`src/rtl/input_conditioner.sv`:
```
// input_conditioner
//   Board-clock front end for the LED pattern FSM and its clock divider.
//   Every raw button and switch pin passes through a two-flop synchroniser
//   and a per-bit debounce counter. The accepted (stable) levels are
//   published directly. Button edges are turned into one-cycle press and
//   release pulses. The lowest-indexed pressed button is latched as the
//   divider speed selection.
//
// Ports
//   clk          board clock, all state updates on its rising edge
//   reset        synchronous, active-high reset
//   btn_raw      raw asynchronous push-button pins   [N_BTN]
//   sw_raw       raw asynchronous slide-switch pins  [N_SW]
//   btn_level    debounced button levels             [N_BTN]
//   btn_press    one-cycle pulse on debounced 0->1   [N_BTN]
//   btn_release  one-cycle pulse on debounced 1->0   [N_BTN]
//   sw_level     debounced switch levels             [N_SW]
//   speed_sel    index of the most recently pressed button
//   speed_valid  set once any press has been accepted since reset

module input_conditioner #(
    parameter int unsigned N_BTN           = 4,
    parameter int unsigned N_SW            = 2,
    parameter int unsigned DEBOUNCE_CYCLES = 2500000,
    parameter int unsigned CNT_W           = 22
) (
    input  logic             clk,
    input  logic             reset,
    input  logic [N_BTN-1:0] btn_raw,
    input  logic [N_SW-1:0]  sw_raw,
    output logic [N_BTN-1:0] btn_level,
    output logic [N_BTN-1:0] btn_press,
    output logic [N_BTN-1:0] btn_release,
    output logic [N_SW-1:0]  sw_level,
    output logic [1:0]       speed_sel,
    output logic             speed_valid
);

    // Buttons occupy the low bits and switches the high bits of one shared vector.
    localparam int unsigned N_IN = N_BTN + N_SW;
    // Count value at which a mismatching input has been stable long enough.
    localparam logic [CNT_W-1:0] CNT_LAST = CNT_W'(DEBOUNCE_CYCLES - 1);

    logic [N_IN-1:0]  raw_all;
    logic [N_IN-1:0]  sync1_q;
    logic [N_IN-1:0]  sync2_q;
    logic [N_IN-1:0]  stable_q;
    logic [N_IN-1:0]  stable_d;
    logic [CNT_W-1:0] cnt_q [N_IN];
    logic [CNT_W-1:0] cnt_d [N_IN];

    logic [N_BTN-1:0] press_d;
    logic [N_BTN-1:0] release_d;
    logic [1:0]       speed_sel_d;
    logic             speed_valid_d;

    assign raw_all = {sw_raw, btn_raw};

    // Two-flop synchroniser for every raw pin.
    always_ff @(posedge clk) begin
        if (reset) begin
            sync1_q <= '0;
            sync2_q <= '0;
        end else begin
            sync1_q <= raw_all;
            sync2_q <= sync1_q;
        end
    end

    // Debounce next state. A mismatch must persist for DEBOUNCE_CYCLES consecutive
    // cycles. Any return to the stable value clears the run, so the counter
    // cannot exceed CNT_LAST and never wraps.
    always_comb begin
        stable_d = stable_q;
        for (int i = 0; i < int'(N_IN); i++) begin
            cnt_d[i] = '0;
            if (sync2_q[i] != stable_q[i]) begin
                if (cnt_q[i] == CNT_LAST) begin
                    stable_d[i] = sync2_q[i];
                end else begin
                    cnt_d[i] = cnt_q[i] + CNT_W'(1);
                end
            end
        end
    end

    // Debounce state registers.
    always_ff @(posedge clk) begin
        if (reset) begin
            stable_q <= '0;
            for (int i = 0; i < int'(N_IN); i++) begin
                cnt_q[i] <= '0;
            end
        end else begin
            stable_q <= stable_d;
            for (int i = 0; i < int'(N_IN); i++) begin
                cnt_q[i] <= cnt_d[i];
            end
        end
    end

    // Edge pulses are computed from the stable level about to be loaded.
    // Each pulse then registers in the same cycle as the new level.
    always_comb begin
        press_d   = stable_d[N_BTN-1:0] & ~stable_q[N_BTN-1:0];
        release_d = ~stable_d[N_BTN-1:0] & stable_q[N_BTN-1:0];
    end

    always_ff @(posedge clk) begin
        if (reset) begin
            btn_press   <= '0;
            btn_release <= '0;
        end else begin
            btn_press   <= press_d;
            btn_release <= release_d;
        end
    end

    // Speed latch next state. The scan runs from high to low index, so on
    // simultaneous presses the lowest set bit of the registered press vector wins.
    always_comb begin
        speed_sel_d   = speed_sel;
        speed_valid_d = speed_valid | (|btn_press);
        for (int i = int'(N_BTN) - 1; i >= 0; i--) begin
            if (btn_press[i]) begin
                speed_sel_d = 2'(i);
            end
        end
    end

    always_ff @(posedge clk) begin
        if (reset) begin
            speed_sel   <= '0;
            speed_valid <= 1'b0;
        end else begin
            speed_sel   <= speed_sel_d;
            speed_valid <= speed_valid_d;
        end
    end

    assign btn_level = stable_q[N_BTN-1:0];
    assign sw_level  = stable_q[N_IN-1:N_BTN];

endmodule
```
`config.mk`:
```
export PLATFORM = sky130hd
export DESIGN_NAME = input_conditioner
export DESIGN_NICKNAME = d
export VERILOG_FILES = /design/src/rtl/input_conditioner.sv
export SDC_FILE = /design/constraint.sdc
export NUM_CORES = 1
export LEC_CHECK = 0
export ABC_AREA = 1
export BUFFER_PORTS_ARGS = -buffer_cell sky130_fd_sc_hd__buf_4
export CAP_MARGIN = 20
export CORE_MARGIN = 8
export CORE_UTILIZATION = 50
export CTS_BUF_LIST = sky130_fd_sc_hd__clkbuf_4 sky130_fd_sc_hd__clkbuf_8
export CTS_CLUSTER_DIAMETER = 60
export DETAILED_ROUTE_END_ITERATION = 7
export GPL_TIMING_DRIVEN = 0
export PLACE_DENSITY = 0.67
export SLEW_MARGIN = 0
export SYNTH_ARGS = -nofsm -noshare
export SYNTH_HDL_FRONTEND = slang
export SYNTH_SLANG_ARGS = --single-unit
```
`constraint.sdc`:
```
create_clock -name clk -period 1.8 [get_ports clk]
set_input_delay 0 -clock clk [delete_from_list [all_inputs] [get_ports clk]]
set_output_delay 0 -clock clk [all_outputs]
set_load 0.02 [all_outputs]
```
==> results.yml <==
cts:
  path_clk_slew_ns: 0.09
  cts_root_buffer: "clkbuf_8"
  numCtsBuffers: 17
  ctsLongestPathBuffers: 2
  htree_num_levels: 4
  cts_sinks: 161
  cts_tree: "done"
  clock_latency_ns: 0.47
logic_synthesis:
  ys_types: 31
  synth-async-reset-ratio_pct: 0
  ys_seq_area_share_pct: 39.5
  synth_common_cells: "326 x nand2_1, 303 x nor2_1, 161 x dfxtp_1"
  synth_top_area_share_pct: 39.5
  syn_nets: 1242
  synth_top_flop_cell: "dfxtp_1"
  postSynthCellCount: 1228
  netlist_top_cells_area: "dfxtp_1 40%, nand2_1 15%, nor2_1 14%, inv_1 6.1%, nand3_1 4.0%"
  synth_top_area_cell: "dfxtp_1"
  syn-cell-area_um2: 8150
  yosys_warnings: 0
  synth.most_common_cell: "nand2_1"
  synth-seq-cells: 161
  synth_edf_count: 0
  syn-mean-instance-area_um2: 6.64
cells_and_area:
  drive_gt1_share_pct: 9.81
  area_growth_syn_to_layout_pct: 11.8
  antenna_cells_inserted: 0
  multi_input_area_um2: 4300
  fin_area_um2: 9110
  final_nets: 1295
  regArea_um2: 3230
  nFillCells: 1584
sta:
  slew_headroom_pct: 65.6
  hold_viol_final: 0
  finalSetupViolCount: 0
  setup_ws_ns: 0.116
  drv_slew: 0
  fin_skew_ns: 0.0140
  fmax_mhz: 594
  min_period_over_period_pct: 93.6
  worst_slew_pin_slew_ns: 0.515
  layout_min_cycle_time_ns: 1.68
power:
  ir_worst_vdd_v: 0.000579
  clockPowerShare_pct: 41.2
  power_leakage_uw: 0.00290
  internal-power_uw: 4870
  p_sw_uw: 1420
  p_comb_share_pct: 1.8
  p_sw_share_pct: 22.6
  power_density_nw_per_um2: 691
  power_frac_seq_pct: 57.0
place:
  pre_cts_ws_ns: 0.0227
  gp_congestion: 0.899
  io_buffers: 24
  placed_area_um2: 8600
  dp_hpwl_um: 13100
drt:
  drt_iter0_markers: 389
  vias: 7339
  drc: 0
  wl_per_cell_um: 11.7
  antenna_left: 0
  wl_um: 17600
  via_per_inst: 4.86
  first_pass_iters: 6
worst_setup_path:
  r2r_slack_ns: 0.12
  critical_path.endpoint_type: "flop"
  rr_startpoint: "cnt_q[4][0]"
  worst_r2r_path_depth: 8
  cp_max_fo: 10
  critPathLaunchType: "flop"
  path_class: "reg2reg"
  crit_path_end: "cnt_q[4][14]"
  r2r-end: "cnt_q[4][14]"
  worst_ep_required_time_ns: 2.15
  worst_ep_arrival_time_ns: 2.04
  critPathLaunch: "cnt_q[4][0]"
run_status:
  status: "finished, final reports clean"
hold_path:
  hp-class: "in2reg"
  worst_hold_startpoint: "btn_raw[2]"
  hold_depth: 4
global_route:
  grt_max_degree: 17
  grt_pass1_vias: 6649
  antenna_found_initial: 0
  grt_use_total_pct: 17.8
  grt_pass1_wl_um: 29700
  grt_overflow: 0
floorplan:
  die_area_um2: 20600
  core_area_um2: 15900
  rows: 46
  ios: 25
  die_h_um: 144
  die-width_um: 144
  initial_utilization_pct: 51.3
flow_run:
  cap_violations: 0
power groups by stage:
| stage | registers (uW) | clock network (uW) | logic (uW) |
|---|---|---|---|
| floorplan | 3670 | 0 | 63.1 |
| global placement | 3670 | 0 | 99.1 |
| detailed placement | 3670 | 0 | 100 |
| CTS | 3590 | 2680 | 112 |
| global route | 3590 | 2840 | 127 |
| finish | 3590 | 2600 | 114 |
final cells by class:
class / count / area share (%)
multi-input combinational: 916 / 47.2
sequential: 161 / 35.4
inverter: 135 / 5.56
clock buffer: 22 / 3.19
timing repair buffer: 34 / 2.99
tap: 216 / 2.97
buffer: 16 / 1.58
clock inverter: 10 / 1.11
worst max-delay path: stages, from the launching register on:
cell and delay [ns]:
dfxtp_2 0.38, ha_1 0.15, clkbuf_4 0.18, nand4_1 0.15, nor2_2 0.20, nand3_2 0.16, nand2_4 0.14, buf_6 0.15
nor2_1 0.05
timing repair:
action                                  CTS  global route
gates resized for setup                   1            10
pin swaps                                 0             4
endpoints found under the setup margin    2            67
hold buffers                              7             0
hold endpoints to repair                 13             0
setup buffers                             0             3
stage by stage:
step | utilization [%] | cells | hold WS, ns | power, uW | TNS, ns
after global placement | 54.1 | 1468 | 0.203 | 3770 | 0
after CTS | 57.1 | 1507 | 0.242 | 6380 | 0
after floorplan | - | 1228 | 0.107 | 3730 | 0
after global routing | 57.4 | 1510 | 0.271 | 6550 | -0.292
final | 57.4 | 1510 | 0.271 | 6300 | 0
after detailed placement | 54.1 | 1468 | 0.207 | 3770 | 0
cells by family after synthesis:
group,share of synthesized area [%]
simple gates,41.1
flops,39.5
buf+inv,7.86
compound gates,4.24
xor+xnor,6.34
fa+ha+maj,0.921
registers in the layout, summed over array words and instances (netlist names):
name,count
speed_valid,1
sync2_q,6
cnt_q,132
sync1_q,6
btn_release,4
btn_press,4
stable_q,6
speed_sel,2
worst min path at each step:
stage	slack, ns	to
6_report	0.27	sync1_q[2]
5_1_grt	0.27	sync1_q[2]
4_1_cts	0.24	sync1_q[2]
3_5_place_dp	0.21	sync1_q[2]
3_3_place_gp	0.20	sync1_q[2]
2_1_floorplan	0.11	sync1_q[0]
metal layers:
layer	vias to the layer above	wire length (um)	share of wire, %	track usage, %
li1	3901	-	-	-
met1	3283	8450	48	22.2
met2	123	8170	46	29.0
met3	32	699	4.0	4.15
met4	0	325	1.8	7.08
met5	-	0	0	0
cells in the final DEF, fill, tap and decap left out, types with 13 or more instances in the layout:
cell type	count
nor3_1	14
xnor2_1	24
dfxtp_1	158
o21ai_0	13
nand2_1	324
nor2_1	302
a21oi_1	45
buf_4	30
nand4_1	21
clkbuf_8	20
inv_1	133
xor2_1	35
nand3_1	64
Power figures use the tool's default switching activity.
